==> src/rtl/periferico_mult_n.sv <==
// Memory-mapped iterative W x W shift-add multiplier (unsigned or two's complement), result ready W+1 edges after start.
// Bus accesses never stall; a start while busy is dropped and raises sticky err.
module periferico_mult_n #(
  parameter int W = 16
) (
  input  logic        clk,
  input  logic        reset,
  input  logic [31:0] d_in,
  input  logic        cs,
  input  logic [4:0]  addr,
  input  logic        rd,
  input  logic        wr,
  output logic [31:0] d_out,
  output logic        irq
);

  localparam logic [4:0] ADDR_A      = 5'h04;
  localparam logic [4:0] ADDR_B      = 5'h08;
  localparam logic [4:0] ADDR_CTRL   = 5'h0C;
  localparam logic [4:0] ADDR_RES_LO = 5'h10;
  localparam logic [4:0] ADDR_STATUS = 5'h14;
  localparam logic [4:0] ADDR_RES_HI = 5'h18;

  typedef enum logic [1:0] {IDLE, RUN, DONE} state_t;

  state_t r_state;
  state_t w_state_nxt;

  logic [W-1:0]   r_a;
  logic [W-1:0]   r_b;
  logic           r_sgn;
  logic           r_ie;
  logic           r_err;
  logic           r_done;
  logic           r_busy;
  logic           r_irq;
  logic [63:0]    r_res;
  logic [31:0]    r_dout;

  logic [2*W-1:0] r_mcand;
  logic [2*W-1:0] r_acc;
  logic [W-1:0]   r_mplier;
  logic           r_neg;
  logic           r_wsgn;
  logic [5:0]     r_cnt;

  logic           w_wr;
  logic           w_rd;
  logic           w_wr_ctrl;
  logic           w_start;
  logic           w_err_clr;
  logic           w_accept;
  logic           w_collide;
  logic           w_last;
  logic           w_sgn_eff;
  logic [W-1:0]   w_a_mag;
  logic [W-1:0]   w_b_mag;
  logic [2*W-1:0] w_prod;
  logic signed [63:0] w_res_sx;
  logic [63:0]    w_res_zx;
  logic [63:0]    w_res;
  logic [31:0]    w_rdata;
  logic           w_unused;

  assign w_wr      = cs && wr;
  assign w_rd      = cs && rd;
  assign w_wr_ctrl = w_wr && (addr == ADDR_CTRL);
  assign w_start   = w_wr_ctrl && d_in[0];
  assign w_err_clr = w_wr_ctrl && d_in[2];
  assign w_accept  = w_start && (r_state != RUN);
  assign w_collide = w_start && (r_state == RUN);
  assign w_last    = (r_state == RUN) && (r_cnt == 6'(W));
  assign w_unused  = ^d_in;

  // A start always arrives with a CTRL write, so the sgn bit of that same write applies.
  assign w_sgn_eff = w_wr_ctrl ? d_in[1] : r_sgn;

  // Magnitude of the most-negative operand is 2^(W-1), which still fits W unsigned bits.
  assign w_a_mag = (w_sgn_eff && r_a[W-1]) ? -r_a : r_a;
  assign w_b_mag = (w_sgn_eff && r_b[W-1]) ? -r_b : r_b;

  assign w_prod   = r_neg ? -r_acc : r_acc;
  assign w_res_sx = 64'($signed(w_prod));
  assign w_res_zx = 64'(w_prod);
  assign w_res    = r_wsgn ? w_res_sx : w_res_zx;

  always_comb begin
    w_rdata = '0;
    case (addr)
      ADDR_A:      w_rdata = 32'(r_a);
      ADDR_B:      w_rdata = 32'(r_b);
      ADDR_RES_LO: w_rdata = r_res[31:0];
      ADDR_STATUS: w_rdata = {29'd0, r_err, r_busy, r_done};
      ADDR_RES_HI: w_rdata = r_res[63:32];
      default:     w_rdata = '0;
    endcase
  end

  always_comb begin
    w_state_nxt = r_state;
    case (r_state)
      IDLE:    if (w_start) w_state_nxt = RUN;
      RUN:     if (w_last) w_state_nxt = DONE;
      DONE:    if (w_start) w_state_nxt = RUN;
      default: w_state_nxt = IDLE;
    endcase
  end

  always_ff @(posedge clk) begin
    if (!reset) begin
      r_state <= IDLE;
    end else begin
      r_state <= w_state_nxt;
    end
  end

  always_ff @(posedge clk) begin
    if (!reset) begin
      r_a      <= '0;
      r_b      <= '0;
      r_sgn    <= 1'b0;
      r_ie     <= 1'b0;
      r_err    <= 1'b0;
      r_done   <= 1'b0;
      r_busy   <= 1'b0;
      r_irq    <= 1'b0;
      r_res    <= '0;
      r_dout   <= '0;
      r_mcand  <= '0;
      r_acc    <= '0;
      r_mplier <= '0;
      r_neg    <= 1'b0;
      r_wsgn   <= 1'b0;
      r_cnt    <= '0;
    end else begin
      if (w_wr && (addr == ADDR_A)) r_a <= d_in[W-1:0];
      if (w_wr && (addr == ADDR_B)) r_b <= d_in[W-1:0];
      if (w_wr_ctrl) begin
        r_sgn <= d_in[1];
        r_ie  <= d_in[3];
      end

      // A colliding start wins over a simultaneous err_clr.
      if (w_collide) begin
        r_err <= 1'b1;
      end else if (w_err_clr) begin
        r_err <= 1'b0;
      end

      r_irq <= r_done && r_ie;

      // Read data comes from the pre-edge registers, so a combined rd+wr returns the old value.
      if (w_rd) r_dout <= w_rdata;

      if (w_accept) begin
        r_mcand  <= {{W{1'b0}}, w_a_mag};
        r_mplier <= w_b_mag;
        r_acc    <= '0;
        r_neg    <= w_sgn_eff && (r_a[W-1] ^ r_b[W-1]);
        r_wsgn   <= w_sgn_eff;
        r_cnt    <= '0;
        r_done   <= 1'b0;
        r_busy   <= 1'b1;
      end else if (w_last) begin
        r_res  <= w_res;
        r_done <= 1'b1;
        r_busy <= 1'b0;
      end else if (r_state == RUN) begin
        if (r_mplier[0]) r_acc <= r_acc + r_mcand;
        r_mcand  <= r_mcand << 1;
        r_mplier <= r_mplier >> 1;
        r_cnt    <= r_cnt + 6'd1;
      end
    end
  end

  assign d_out = r_dout;
  assign irq   = r_irq;

endmodule
==> config.mk <==
export PLATFORM = sky130hd
export DESIGN_NAME = periferico_mult_n
export DESIGN_NICKNAME = d
export VERILOG_FILES = /design/src/rtl/periferico_mult_n.sv
export SDC_FILE = /design/constraint.sdc
export NUM_CORES = 1
export LEC_CHECK = 0
export BUFFER_PORTS_ARGS = -buffer_cell sky130_fd_sc_hd__buf_2
export CORE_MARGIN = 1.5
export CORE_UTILIZATION = 40
export CTS_CLUSTER_DIAMETER = 30
export DETAILED_ROUTE_END_ITERATION = 12
export PLACE_DENSITY = 0.57
export SYNTH_ARGS = -nofsm -noshare
export SYNTH_HDL_FRONTEND = slang
export SYNTH_SLANG_ARGS = --single-unit
==> constraint.sdc <==
create_clock -name clk -period 4.2 [get_ports clk]
set_clock_uncertainty 0.2 [all_clocks]
set_input_delay 0.21 -clock clk [delete_from_list [all_inputs] [get_ports clk]]
set_output_delay 0.21 -clock clk [all_outputs]
set_load 0.005 [all_outputs]
==> metrics.txt, run 1 <==
Clock transition at path regs=90 ps; crit path kind=reg2reg; Worst setup SP type=register; share of Yosys cell area claimed by the top area cell type=37.07%; Worst Setup End Kind=register; Synth cell types=56; post-synthesis sequential area ratio=37.07%; Fin Hold WS=180.3 ps; vias in the first global route=8,669; Die ar.=27,040 um^2; clock buffer depth=2; Post-Syn Nets=1,402; gr usage total=21.89%; R2R Setup Slk=420 ps; Routed Wire Length=28,730 um; initial core utilization=41.04%; Port Buf Inserts=58; Setup Fix Bufs, Post-CTS=0; Cell Area, Synth=10,420 um^2; status=finished, final reports clean; Worst Max-Slew Pin Slew=1059 ps; #FFs+latches synth=193; Worst Hold Class=in2reg; R2R Path Start=r_acc[5]; htree depth=4; Die Y=164.4 um; # rows=58; Synth top cells by count=nand2_1 (316), dfxtp_1 (193), a21oi_1 (132); Mean Syn Cell Area=7.879 um^2; I/O pin count=75; final setup TNS=0 ps; Vias=9,309; ys async rst share=0%; Synth area leaders=dfxtp_1 (37%), nand2_1 (11%), a21oi_1 (6.3%); layout cells sized above 1=9.325%; Mapped Cells=1,323; R2R depth=9; worst-path fanout max=7; width of the die=164.4 um; cts bufs inserted=17; largest net degree at the start of global routing=65; Top FF cell, synth=dfxtp_1; CP startpoint=r_acc[5]; layout overhead on the synthesized area=12.81%; initial antenna violation count=0; Max-Cap Viols=0; clock sink count=193; CTS Hold Buffers Added=20; global route overflow=0; Yosys top cell by area=dfxtp_1; Placer Congestion=0.8623; Tcrit/Tclk final=89.90%; Setup violations, final=0; Critical Path AT=3930 ps; most frequent cell after synthesis=nand2_1; Final nets=1,428; RSZ-0062 raised after global routing=false; DR pass1 iterations=5; Req. time, crit path=4350 ps; Pwr Density=308.4 nW/um^2; core footprint=25,400 um^2; CTS tree=built; Post-CTS Resized=0; DRT antenna net count=0; Post-synth EDFFs=0; Rel. slew slack=29.27%; drt wl/cell=16.98 um; fin. max-slew vios=0; diode count=0; CP endpoint=r_res[29]; DR iter-0 viols=721; routed vias/inst=5.502; YS warnings=0; detailed-placement wirelength estimate=20,250 um; DR DRC count=0; # fillers=2,603; Leak=5.184 nW; worst reg2reg endpoint=r_res[29]; post-route minimum period=3776 ps; fmax=264.9 MHz; VDD IR max=0.1897 mV; root buf cell=clkbuf_16; Fin. Hold Viols=0; global-route wire length before repair=46,130 um; worst skew pair latency=450 ps
[cell type report]
type	count	area [um^2]	share of cell area [%]
clock inverters	14	170.2	1.447
multi-input cells	1027	6195	52.68
repair buffers	98	643.1	5.469
well taps	330	412.9	3.511
flip-flops and latches	193	3864	32.86
clock buffers	18	429.2	3.650
inverters	12	45.04	0.3831
[worst max-delay path, cell delays in order (launching register included)]
cell and delay [ps]:
dfxtp_1 370, or4_4 560, or3_1 360, or3_4 360, or4_1 490, or4_1 580
o41ai_2 360, xor2_1 190, nand2_1 70, o211a_1 150
[layer usage]
metal / GRT usage (%) / part of all wire, %
met1: 28.97 / 46
met2: 36.57 / 48
met3: 3.566 / 3.6
met4: 6.511 / 2.2
met5: 0 / 0
[registers in the layout (all words and copies together) (netlist names)]
name / count
r_neg: 1
r_b: 16
r_state: 2
r_res: 33
r_sgn: 1
r_acc: 32
irq: 1
r_ie: 1
r_busy: 1
r_err: 1
r_cnt: 6
r_mplier: 16
r_a: 16
d_out: 32
r_mcand: 32
r_wsgn: 1
r_done: 1
[cells by family after synthesis]
kind of cell,after synthesis,share of synthesized area (%)
DFF,193,37.07
and+or+nand+nor,530,22.65
AOI/OAI and AO/OA,370,24.39
adders and majority gates,37,4.513
xor gates and xnor gates,84,7.058
buffers and inverters,103,3.721
muxes,6,0.6002
[power by group]
| part | total (mW) | leakage (nW) | switching (mW) | internal, mW |
|---|---|---|---|---|
| sequential | 1.83 | 1.55 | 0.00409 | 1.83 |
| clock | 1.69 | 0.288 | 0.833 | 0.853 |
| combinational | 0.106 | 3.34 | 0.0655 | 0.0407 |
[worst min-delay path by stage]
stage,startpoint,to,slack [ps],depth (start not counted)
after floorplan,d_in[0],r_b[0],150,2
after global placement,r_mcand[31],r_mcand[31],250,2
after detailed placement,r_mcand[31],r_mcand[31],260,2
after CTS,rd,d_out[20],180,5
after global routing,rd,d_out[10],210,5
final,rd,d_out[20],180,5
[per-stage QoR]
stage	util, %	std cells	setup slack (ps)	cell area [um^2]	total power [mW]
after floorplan	-	1323	648.6	10420	1.934
after global placement	43.15	1640	458.1	10960	1.972
after detailed placement	43.15	1640	431.1	10960	1.972
after CTS	46.30	1692	405.5	11760	3.655
after global routing	46.30	1692	232.9	11760	3.740
final	46.30	1692	424.4	11760	3.626
[layout by cell type, fill, tap and decap left out, types with 5 or more instances in the layout]
master and n:
or3_1 7, ha_1 36, buf_4 21, o31ai_1 16, dfxtp_1 193, o21a_1 6, inv_1 12, nand3_1 53
xor2_1 53, dlygate4sd3_1 20, nor3_1 17, or4_1 9, buf_2 57, a22oi_1 14, a21o_1 17, nor2b_1 42
a21boi_0 36, nand4_1 8, nor2_1 40, xnor2_1 31, clkbuf_16 17, o21ai_0 35, a21oi_1 132, and2_1 7
nand2b_1 5, a31oi_1 17, a211oi_1 5, and3_1 9, o211a_1 54, nand2_1 315
(Power assumes the default switching activity.)
==> run 2, diff against run 1 <==
--- a/config.mk
+++ b/config.mk
@@ -6,11 +6,12 @@
 export NUM_CORES = 1
 export LEC_CHECK = 0
 export BUFFER_PORTS_ARGS = -buffer_cell sky130_fd_sc_hd__buf_2
-export CORE_MARGIN = 1.5
-export CORE_UTILIZATION = 40
+export CELL_PAD_IN_SITES_DETAIL_PLACEMENT = 2
+export CELL_PAD_IN_SITES_GLOBAL_PLACEMENT = 2
+export CORE_UTILIZATION = 36
 export CTS_CLUSTER_DIAMETER = 30
 export DETAILED_ROUTE_END_ITERATION = 12
-export PLACE_DENSITY = 0.57
+export PLACE_DENSITY = 0.8
 export SYNTH_ARGS = -nofsm -noshare
 export SYNTH_HDL_FRONTEND = slang
 export SYNTH_SLANG_ARGS = --single-unit
==> metrics.txt, run 2 (synthesis results as in run 1) <==
detailed-placement wirelength estimate=25,540 um (was 20,250 um); fmax=255.7 MHz (was 264.9 MHz); fin. max-slew vios=0 (unchanged); clock buffer depth=2 (unchanged); sequential cell area=3864 um^2 (unchanged); initial antenna violation count=0 (unchanged); global-route wire length before repair=58,170 um (was 46,130 um); Fin Hold WS=205.5 ps (was 180.3 ps); Req. time, crit path=4340 ps (was 4350 ps); worst-path fanout max=7 (unchanged); DRT antenna net count=0 (unchanged); VDD IR max=0.3059 mV (was 0.1897 mV); RSZ-0062 raised after global routing=false (unchanged); Rel. slew slack=15.39% (was 29.27%); clock sink count=193 (unchanged); Pwr Density=306.4 nW/um^2 (was 308.4 nW/um^2); # fillers=3,170 (was 2,603); Worst Hold Class=in2reg (unchanged); Critical Path AT=4050 ps (was 3930 ps); diode count=0 (unchanged); drt wl/cell=21.34 um (was 16.98 um); layout overhead on the synthesized area=12.63% (was 12.81%); Worst Setup End Kind=register (unchanged); # rows=61 (was 58); CP startpoint=r_acc[5] (unchanged); Setup Fix Bufs, Post-CTS=0 (unchanged); Die ar.=29,640 um^2 (was 27,040 um^2); Port Buf Inserts=58 (unchanged); routed vias/inst=5.716 (was 5.502); final setup TNS=0 ps (unchanged); initial core utilization=37.01% (was 41.04%); Final nets=1,423 (was 1,428); cts bufs inserted=17 (unchanged); Placer Congestion=0.8519 (was 0.8623); most common cell after layout, fill and taps aside=nand2_1 (unchanged); Biggest register=r_res (unchanged); gr usage total=25.54% (was 21.89%); layout cells sized above 1=9.138% (was 9.325%); Worst setup SP type=register (unchanged); Routed Wire Length=37,030 um (was 28,730 um); DR pass1 iterations=6 (was 5); htree depth=4 (unchanged); commonest non-fill, non-tap cells in the layout=nand2_1 (315), dfxtp_1 (193), a21oi_1 (132) (unchanged); Hold Path Origin=addr[2] (was rd); root buf cell=clkbuf_16 (unchanged); multi-input logic area=6195 um^2 (unchanged); Vias=9,917 (was 9,309); DR DRC count=0 (unchanged); crit path kind=reg2reg (unchanged); DR iter-0 viols=440 (was 721); status=finished, final reports clean (unchanged); Max-Cap Viols=0 (unchanged); max FFs per register=33 (unchanged); global route overflow=0 (unchanged); Leak=5.133 nW (was 5.184 nW); Fin. Hold Viols=0 (unchanged); Tcrit/Tclk final=93.11% (was 89.90%); Post-Route Utilization=41.69% (was 46.30%); Die Y=172.2 um (was 164.4 um); Worst Max-Slew Pin Slew=1267 ps (was 1059 ps); post-route minimum period=3911 ps (was 3776 ps); CTS tree=built (unchanged); I/O pin count=75 (unchanged); Tot Pwr=3.598 mW (was 3.626 mW); vias in the first global route=10,650 (was 8,669); worst skew pair latency=450 ps (about the same); width of the die=172.2 um (was 164.4 um); R2R Path Start=r_acc[5] (unchanged); core footprint=28,160 um^2 (was 25,400 um^2); Setup violations, final=0 (unchanged); Clock transition at path regs=80 ps (was 90 ps); largest net degree at the start of global routing=75 (was 65)
## run 2: changes by cell type in the layout (fill, tap and decap cells not counted), sizes merged
cell,before,now
buf,78,77
clkbuf,18,22
clkinv,6,4
clkinvlp,1,3
dlygate4sd3,20,16
inv,18,14
## run 2: final timing paths
kind	endpoint	slack (ps)	depth (start not counted)
max	r_res[25]	290	9
min	r_err	210	7
max reg2reg	r_res[25]	290	9
min reg2reg	r_mcand[24]	280	2
## run 2: worst max-delay path: stages, from the launching register on
cell and delay [ps]:
dfxtp_1 380, or4_4 570, or3_1 360, or3_4 380
or4_1 490, or4_1 600, o31ai_1 380, xor2_1 230
nand2_1 90, o211a_1 130
## run 2: power breakdown
group / switching [mW] / internal, mW / total, mW
Clock: 0.793 / 0.859 / 1.65
Sequential: 0.00408 / 1.83 / 1.83
Combinational: 0.0710 / 0.0402 / 0.111
## run 2: repair_timing
action	4_1_cts	5_1_grt
hold endpoints to repair	34	0
resized for setup	0	0
hold buffers	16	0
## run 2: layout make-up
type                       instances  area share (%)
clock buffer                      22           3.954
clock inverter                    10          0.8846
inverter                          12          0.3837
multi-input combinational       1027           52.77
sequential                       193           32.91
tap                              378           4.029
timing repair buffer              93           5.073
## run 2: routing by layer
metal	routed length [um]	part of all wire [%]	vias to the layer above	track usage, %
li1	-	-	4662	-
met4	1144	3.1	0	11.08
met2	18820	51	155	46.00
met3	820	2.2	60	3.159
met1	16240	44	5040	30.26
met5	0	0	-	0
## run 2: stage by stage
step | area, um^2 | instances | setup WS (ps)
6_report | 11740 | 1735 | 289.4
3_3_place_gp | 11010 | 1687 | 431.4
2_1_floorplan | 10420 | 1323 | 648.6
3_5_place_dp | 11010 | 1687 | 349.2
4_1_cts | 11740 | 1735 | 300.7
5_1_grt | 11740 | 1735 | 81.71
